<file path="src/rtl/lsu_pkg.sv">
// Shared definitions for the load/store unit: memory-op encodings, FSM states
// and the access-legality rule.
package lsu_pkg;

  typedef enum logic [2:0] {
    OP_B    = 3'b000,
    OP_H    = 3'b001,
    OP_W    = 3'b010,
    OP_BU   = 3'b100,
    OP_HU   = 3'b101,
    OP_NONE = 3'b111
  } mem_op_e;

  typedef enum logic [1:0] {
    S_IDLE,
    S_REQ,
    S_WAIT,
    S_RESP
  } state_e;

  // Encodings 011 and 110 are unassigned, so they are rejected like OP_NONE.
  function automatic logic is_misaligned(input mem_op_e op, input logic wr,
                                         input logic [1:0] a);
    case (op)
      OP_B:    is_misaligned = 1'b0;
      OP_H:    is_misaligned = a[0];
      OP_W:    is_misaligned = (a != 2'b00);
      OP_BU:   is_misaligned = wr;
      OP_HU:   is_misaligned = wr | a[0];
      default: is_misaligned = 1'b1;
    endcase
  endfunction

endpackage

</file>
<file path="src/rtl/lsu_align.sv">
// Byte-lane steering: store strobes and replication, load lane extract and
// sign/zero extension. The data bus carries four byte lanes.
module lsu_align
  import lsu_pkg::*;
#(
  parameter int WIDTH = 32
) (
  input  mem_op_e          op,
  input  logic [1:0]       addr_lo,
  input  logic [WIDTH-1:0] wdata,
  input  logic [WIDTH-1:0] mem_rdata,
  output logic [3:0]       wmask,
  output logic [WIDTH-1:0] wdata_rep,
  output logic [WIDTH-1:0] rdata_ext
);

  logic [7:0]  byte_sel;
  logic [15:0] half_sel;

  // NOTE: every always_comb output gets a default first so no path can infer a latch.
  always_comb begin
    wmask     = 4'b0000;
    wdata_rep = wdata;
    case (op)
      OP_B, OP_BU: begin
        wmask     = 4'b0001 << addr_lo;
        wdata_rep = {(WIDTH/8){wdata[7:0]}};
      end
      OP_H, OP_HU: begin
        wmask     = addr_lo[1] ? 4'b1100 : 4'b0011;
        wdata_rep = {(WIDTH/16){wdata[15:0]}};
      end
      OP_W:    wmask = 4'b1111;
      default: ;
    endcase
  end

  always_comb begin
    byte_sel = mem_rdata[7:0];
    case (addr_lo)
      2'd1:    byte_sel = mem_rdata[15:8];
      2'd2:    byte_sel = mem_rdata[23:16];
      2'd3:    byte_sel = mem_rdata[31:24];
      default: ;
    endcase
    half_sel = addr_lo[1] ? mem_rdata[31:16] : mem_rdata[15:0];

    case (op)
      OP_B:    rdata_ext = {{(WIDTH-8){byte_sel[7]}}, byte_sel};
      OP_BU:   rdata_ext = {{(WIDTH-8){1'b0}}, byte_sel};
      OP_H:    rdata_ext = {{(WIDTH-16){half_sel[15]}}, half_sel};
      OP_HU:   rdata_ext = {{(WIDTH-16){1'b0}}, half_sel};
      OP_W:    rdata_ext = mem_rdata;
      default: rdata_ext = '0;
    endcase
  end

endmodule

</file>
<file path="src/rtl/lsu.sv">
// Load/store unit: accepts one access per instruction, runs a req/gnt then
// rvalid handshake against a word-addressed memory and pulses done on completion.
module lsu
  import lsu_pkg::*;
#(
  parameter int WIDTH = 32
) (
  input  logic             clk,
  input  logic             rst_n,
  input  logic             req_valid,
  input  logic             req_wr,
  input  logic [2:0]       req_op,
  input  logic [WIDTH-1:0] addr,
  input  logic [WIDTH-1:0] wdata,
  output logic             stall,
  output logic             done,
  output logic [WIDTH-1:0] rdata,
  output logic             misalign,
  output logic             mem_req,
  output logic             mem_we,
  output logic [WIDTH-1:0] mem_addr,
  output logic [3:0]       mem_wmask,
  output logic [WIDTH-1:0] mem_wdata,
  input  logic             mem_gnt,
  input  logic             mem_rvalid,
  input  logic [WIDTH-1:0] mem_rdata
);

  state_e           state;
  mem_op_e          op_q;
  logic             wr_q;
  logic [WIDTH-1:0] addr_q;
  logic [WIDTH-1:0] wdata_q;
  logic [3:0]       wmask;
  logic [WIDTH-1:0] rdata_ext;

  lsu_align #(.WIDTH(WIDTH)) u_align (
    .op        (op_q),
    .addr_lo   (addr_q[1:0]),
    .wdata     (wdata_q),
    .mem_rdata (mem_rdata),
    .wmask     (wmask),
    .wdata_rep (mem_wdata),
    .rdata_ext (rdata_ext)
  );

  assign stall     = req_valid & (state != S_RESP);
  assign mem_addr  = {addr_q[WIDTH-1:2], 2'b00};
  assign mem_we    = mem_req & wr_q;
  assign mem_wmask = mem_we ? wmask : 4'b0000;

  // NOTE: sequential state uses non-blocking assignments so every register samples pre-edge values.
  always_ff @(posedge clk or negedge rst_n) begin
    if (!rst_n) begin
      state    <= S_IDLE;
      op_q     <= OP_B;
      wr_q     <= 1'b0;
      addr_q   <= '0;
      wdata_q  <= '0;
      rdata    <= '0;
      done     <= 1'b0;
      misalign <= 1'b0;
      mem_req  <= 1'b0;
    end else begin
      done <= 1'b0;
      case (state)
        S_IDLE: begin
          if (req_valid) begin
            op_q    <= mem_op_e'(req_op);
            wr_q    <= req_wr;
            addr_q  <= addr;
            wdata_q <= wdata;
            rdata   <= '0;
            if (is_misaligned(mem_op_e'(req_op), req_wr, addr[1:0])) begin
              misalign <= 1'b1;
              done     <= 1'b1;
              state    <= S_RESP;
            end else begin
              misalign <= 1'b0;
              mem_req  <= 1'b1;
              state    <= S_REQ;
            end
          end
        end
        S_REQ: begin
          if (mem_gnt) begin
            mem_req <= 1'b0;
            if (wr_q) begin
              done  <= 1'b1;
              state <= S_RESP;
            end else begin
              state <= S_WAIT;
            end
          end
        end
        S_WAIT: begin
          if (mem_rvalid) begin
            rdata <= rdata_ext;
            done  <= 1'b1;
            state <= S_RESP;
          end
        end
        default: begin
          misalign <= 1'b0;
          state    <= S_IDLE;
        end
      endcase
    end
  end

endmodule

</file>
<file path="config.mk">
export PLATFORM = sky130hd
export DESIGN_NAME = lsu
export DESIGN_NICKNAME = d
export VERILOG_FILES = /design/src/rtl/lsu_pkg.sv /design/src/rtl/lsu_align.sv /design/src/rtl/lsu.sv
export SDC_FILE = /design/constraint.sdc
export NUM_CORES = 1
export LEC_CHECK = 0
export ABC_AREA = 0
export BUFFER_PORTS_ARGS = -buffer_cell sky130_fd_sc_hd__buf_4
export CORE_AREA = 2 2 113 115
export DETAILED_ROUTE_END_ITERATION = 16
export DIE_AREA = 0 0 115 117
export PLACE_DENSITY = 0.86
export SYNTH_ARGS = -nofsm -noshare
export SYNTH_HDL_FRONTEND = slang
export SYNTH_SLANG_ARGS = --single-unit
</file>
<file path="constraint.sdc">
create_clock -name clk -period 1.88 [get_ports clk]
set_input_delay 0.376 -clock clk [delete_from_list [all_inputs] [get_ports clk]]
set_output_delay 0.376 -clock clk [all_outputs]
set_load 0.02 [all_outputs]
</file>
# After elaboration in Yosys (flattened, before gate mapping)
# Index checks and enable logic that the tools add are counted.
# Widths: inputs -> output; s select.
dict set report totals {
  register_bits 105
  wordCells 77
}
dict set report classes {
  n_eq_ne 18
  shift 1
  mux 31
  bitwise 4
  reduce_logical 14
}
# op count
set op_table {}
lappend op_table {{$pmux 32 s5} 1}
lappend op_table {{$pmux 32 s2} 2}
lappend op_table {{$mux 32} 2}
lappend op_table {{$pmux 8 s3} 1}
lappend op_table {{$mux 16} 1}
lappend op_table {{$eq 3x3->1 const B} 4}
lappend op_table {{$mux 1} 12}
lappend op_table {{$pmux 4 s3} 1}
lappend op_table {{$ne 2x2->1 const B} 5}
lappend op_table {{$mux 2} 4}
lappend op_table {{$mux 4} 2}
lappend op_table {{$eq 2x2->1 const B} 3}
lappend op_table {{$eq 3x1->1 const B} 2}
lappend op_table {{$eq 3x2->1 const B} 2}
lappend op_table {{$logic_not 3->1} 2}
lappend op_table {{$pmux 2 s3} 1}
lappend op_table {{$reduce_and 3->1} 2}
lappend op_table {{$reduce_bool 2->1} 3}
lappend op_table {{$reduce_or 2->1} 3}
lappend op_table {{$pmux 1 s5} 1}
lappend op_table {{$eq 2x1->1 const B} 2}
lappend op_table {{$pmux 1 s2} 2}
lappend op_table {{$reduce_and 2->1} 2}
lappend op_table {{$reduce_and 4->1} 1}
lappend op_table {{6 further kinds} 7}

# Longest topological paths before layout
dict set report depth {
  depth_word 7
  ltp_mapped 7
}

# Hierarchy
# Synthesis repeated with hierarchy kept, for this count alone.
dict set report hier_totals {
  cells_unflattened 445
  area_unflattened_um2 5434.0
}
# mod n_inst cells_per_inst area_per_inst_um2 seq_area_each_um2
set modules_own_cells {}
lappend modules_own_cells {lsu 1 292 4279.1 2627.5}
lappend modules_own_cells {lsu_align 1 153 1154.9 0.0}

# Worst setup path after synthesis
# Ideal clock, no wire load.
dict set report synth_path {
  path_type {register to register}
  from {reg state[0]}
  to {reg rdata[6]}
  setup_ps 127
  arrival_time_ps 1726
  required_time_ps 1753
  setup_slack_ps 27
  path_stages_with_launch 8
  n_path_buf 1
  period_less_slack_ps 1853
  path_cell_list {dfrtp_1 inv_1 ha_1 nor2b_2 a211o_1 clkbuf_1 a222oi_1 inv_1}
}
dict set report synth_between {
  elab_chain_cells 3
}
# element line_no
set synth_rtl {}
lappend synth_rtl {{start: declaration} lsu.sv:29} ;# state_e state;
lappend synth_rtl {{start signal: assignment} lsu.sv:55} ;# state <= S_IDLE;
lappend synth_rtl {{start signal: assignment} lsu.sv:77} ;# state <= S_RESP;
lappend synth_rtl {{start signal: assignment} lsu.sv:81} ;# state <= S_REQ;
lappend synth_rtl {{$eq 2x2->1 or $logic_not 2->1 (tied branches)} lsu.sv:66} ;# case (state)
lappend synth_rtl {{$ne 2x2->1 (no source line) or $reduce_bool 2->1 (tied branches)} -}
lappend synth_rtl {{$reduce_and 3->1 (no source line)} -}
lappend synth_rtl {{end signal: assignment} lsu.sv:98} ;# rdata <= rdata_ext;
lappend synth_rtl {{end: declaration} lsu.sv:17} ;# output logic [WIDTH-1:0] rdata,
# Parallel ways exist; a longest one is shown, timed or not.
# A chain may end at the register's enable or synchronous reset.

# Worst setup path after layout
dict set report layout_path {
  from {reg op_q[1]}
  to {out mem_wdata[11]}
}
dict set report layout_between {
  elab_chain_cells 3
}
# element line_no
set layout_rtl {}
lappend layout_rtl {{start: declaration} lsu.sv:30} ;# mem_op_e op_q;
lappend layout_rtl {{start signal: assignment} lsu.sv:69} ;# op_q <= mem_op_e'(req_op);
lappend layout_rtl {{$eq 3x1->1 (tied with other cells)} lsu_align.sv:24} ;# case (op)
lappend layout_rtl {{$reduce_or 2->1} lsu_align.sv:24}
lappend layout_rtl {{$pmux 32 s2 *} lsu_align.sv:24}
lappend layout_rtl {{end: declaration} lsu.sv:23} ;# output logic [WIDTH-1:0] mem_wdata,
# Every way passes the cells marked *; elsewhere a longest branch is shown, timed or not.

==> results.sh <==
export IMPL_setup_ws_ns=-0.163
export IMPL_first_pass_iters=5
export IMPL_synth_avg_cell_area_um2=12.4
export IMPL_die_area_mm2=0.0135
export IMPL_maxSlewHeadroom_pct=42.9
export IMPL_placed_area_mm2=0.00680
export IMPL_maxSlewViolCount=0
export IMPL_worst_slew_pin_slew_ns=0.856
export IMPL_r2r_cells=8
export IMPL_synth_simple_gate_area_share_pct=5.43
export IMPL_pin_count=210
export IMPL_drt_initial_drc_count=357
export IMPL_required_ns=1.50
export IMPL_yosysUniqueCellTypes=40
export IMPL_synth_compound_area_share_pct=10.9
export IMPL_clk_latency_ns=0.35
export IMPL_syn_inst=425
export IMPL_final_antenna_net_count=0
export IMPL_dp_hpwl_mm=10.3
export IMPL_numClockSinks=105
export IMPL_synthAdderAreaFrac_pct=0.953
export IMPL_start_util_pct=42.6
export IMPL_ir_drop_mv=1.27
export IMPL_crit_arrival_ns=1.67
export IMPL_die_y_um=117
export IMPL_finalHoldViolations=0
export IMPL_die_x_um=115
export IMPL_async_flop_share_pct=100
export IMPL_maxClockFrequency_mhz=490
export IMPL_gp_congestion=0.876
export IMPL_critPathLaunchType="register"
export IMPL_avgRoutedWirePerCell_um=19.1
export IMPL_end_kind="output port"
export IMPL_yosys_area_top_type="dfrtp_1"
export IMPL_antennaDiodeCount=0
export IMPL_cts_inserted_buffers=9
export IMPL_worstPathMaxFanout=5
export IMPL_layout_common_cells="214 x buf_4, 104 x dfrtp_1, 68 x mux2_2"
export IMPL_status="finished with violations"
export IMPL_grt_pass1_wl_mm=23.2
export IMPL_finalSetupViolations=43
export IMPL_ys_flop_type="dfrtp_1"
export IMPL_hold_start="mem_rdata[0]"
export IMPL_totalWireLength_mm=15.1
export IMPL_fin_worst_skew_ns=0.0116
export IMPL_grt_usage_pct=22.4
export IMPL_synth_seq_cells=105
export IMPL_hold_end="rdata[0]$_DFFE_PN0P_"
export IMPL_cp_common_cell="buf_6"
export IMPL_vias=4408
export IMPL_timing_rr_end="rdata[25]$_DFFE_PN0P_"
export IMPL_dp_cells=738
export IMPL_reg2reg_from="state[1]$_DFFE_PN0P_"
export IMPL_synth_top_area_share_pct=50.0
export IMPL_slowest_delay_ns=0.40
export IMPL_grt_max_degree=56
export IMPL_crit_type="register to output port"
export IMPL_hold_path_depth=3
export IMPL_clockBufferDepth=2
export IMPL_path_cells="buf_6, nor2_4, buf_6, mux2_4, buf_6"
export IMPL_netlist_area_mm2=0.00525
export IMPL_antenna_found_initial=0
export IMPL_powerDensity_mw_per_mm2=2020
export IMPL_fin_cells=788
export IMPL_coreArea_mm2=0.0123
export IMPL_pre_cts_ws_ns=-0.367
export IMPL_clk_pin_slew_ns=0.07
export IMPL_nets=742
export IMPL_ys_warn_count=0
export IMPL_ys_seq_area_share_pct=50.0
export IMPL_clockRootBuffer="clkbuf_16"
export IMPL_cts_tree="done"
export IMPL_final_area_mm2=0.00790
export IMPL_area_growth_pct=50.4
export IMPL_ys_top_cells_by_area="dfrtp_1 50%, mux2_2 18%, buf_4 5.9%"
export IMPL_violations="negative setup slack"
export IMPL_synth_top_family_by_area="multiplexers"
export IMPL_gr_total_overflow=0
export IMPL_drive_gt1_share_pct=62.7
export IMPL_p_leak_nw=3.91
export IMPL_regToRegSetupSlack_ns=-0.09
export IMPL_muxShareOfSynthArea_pct=23.4
export IMPL_cp_slowest_cell="dfrtp_1"
export IMPL_io_buffers=207
export IMPL_drc_errors=0
export IMPL_finalCritPeriodShare_pct=109
export IMPL_finalCriticalPeriod_ns=2.04
export IMPL_maxCapViolCount=0
export IMPL_mostFrequentLayoutCell="buf_4"
export IMPL_rows=41
export IMPL_htreeDepth=3
export IMPL_synth_xor_area_share_pct=0
export IMPL_grt_pass1_vias=4544
export IMPL_synth_edf_count=0
export IMPL_via_per_inst=5.59
export IMPL_hold_path_class="input port to register"
export IMPL_grt_setup_unrepaired="true"
==> cells by family (layout without fill, tap and decap cells) <==
| group | count (synthesis) | count (layout) |
|---|---|---|
| mux | 101 | 101 |
| flops | 105 | 105 |
| fa+ha+maj | 4 | 4 |
| buf+inv | 80 | 291 |
| simple gates | 55 | 56 |
| other cells | 1 | 2 |
| compound gates | 79 | 79 |
==> how the worst max path moves through the flow <==
stage                                    start                    end  slack (ns)  cells after the start
after floorplan           state[0]$_DFFE_PN0P_   rdata[6]$_DFFE_PN0P_        0.03                      7
after global placement    state[0]$_DFFE_PN0P_  rdata[18]$_DFFE_PN0P_       -0.23                      5
after detailed placement  state[1]$_DFFE_PN0P_   rdata[5]$_DFFE_PN0P_       -0.37                      6
after CTS                  op_q[0]$_DFFE_PN0P_          mem_wdata[11]       -0.20                      5
after global routing       op_q[0]$_DFFE_PN0P_          mem_wdata[11]       -0.22                      5
final                      op_q[1]$_DFFE_PN0P_          mem_wdata[11]       -0.16                      5
==> cell type report <==
class / count / area [µm²]
fill: 895 / 4410
tap: 150 / 188
clock buffer: 11 / 253
timing repair buffer: 262 / 2340
inverter: 13 / 48.8
multi-input combinational: 242 / 2380
sequential: 105 / 2630
clock inverter: 5 / 53.8
==> timing repair <==
item,in CTS,in global routing
hold endpoints to repair,5,0
cloned,7,1
buffers inserted,19,8
setup endpoints to repair,55,63
pin swaps,28,9
gates resized for setup,95,23
hold buffers,1,0
==> synth_stat cells (7+ instances only) <==
cell type	instances
buf_4	41
a211o_1	9
inv_1	13
mux2_2	84
a21oi_1	15
dfrtp_1	105
mux2i_1	9
a222oi_1	7
a221o_1	16
buf_2	10
clkbuf_1	7
o21ai_0	23
buf_1	7
nor2_1	7
nand2_1	26
==> sequential cells by signal (all words and copies together) (netlist names), 2 cells and up <==
signal	flops
rdata	32
addr_q	32
wdata_q	32
state	2
op_q	3
==> per-stage QoR <==
step,power (mW),utilization (%),TNS (ns),hold WS (ns)
detailed placement,11.8,55.2,-8.39,0.207
global route,16.8,64.1,-6.27,0.247
CTS,15.7,63.2,-3.22,0.235
floorplan,9.14,-,0,0.0804
finish,16.0,64.1,-3.19,0.250
global placement,11.5,55.2,-5.31,0.206
==> critical path, delay by kind of cell (launching register included) <==
kind | cells | cell delay, ns
mux | 1 | 0.32
buf+inv | 3 | 0.44
flops | 1 | 0.40
simple gates | 1 | 0.14
==> metal layers <==
layer  global-route usage [%]  vias up  wire [µm]
li1                         -     1936          -
met1                     25.8     2171       5570
met2                     39.1      266       7750
met3                     6.49       35       1350
met4                     9.56        0        406
met5                        0        -          0
==> where the power goes <==
group          internal, mW  switching (mW)
sequential             3.36           0.809
clock                  1.10           0.842
combinational          5.30            4.56
total                  9.76            6.21
No activity file was read; power rests on OpenSTA's default activity.
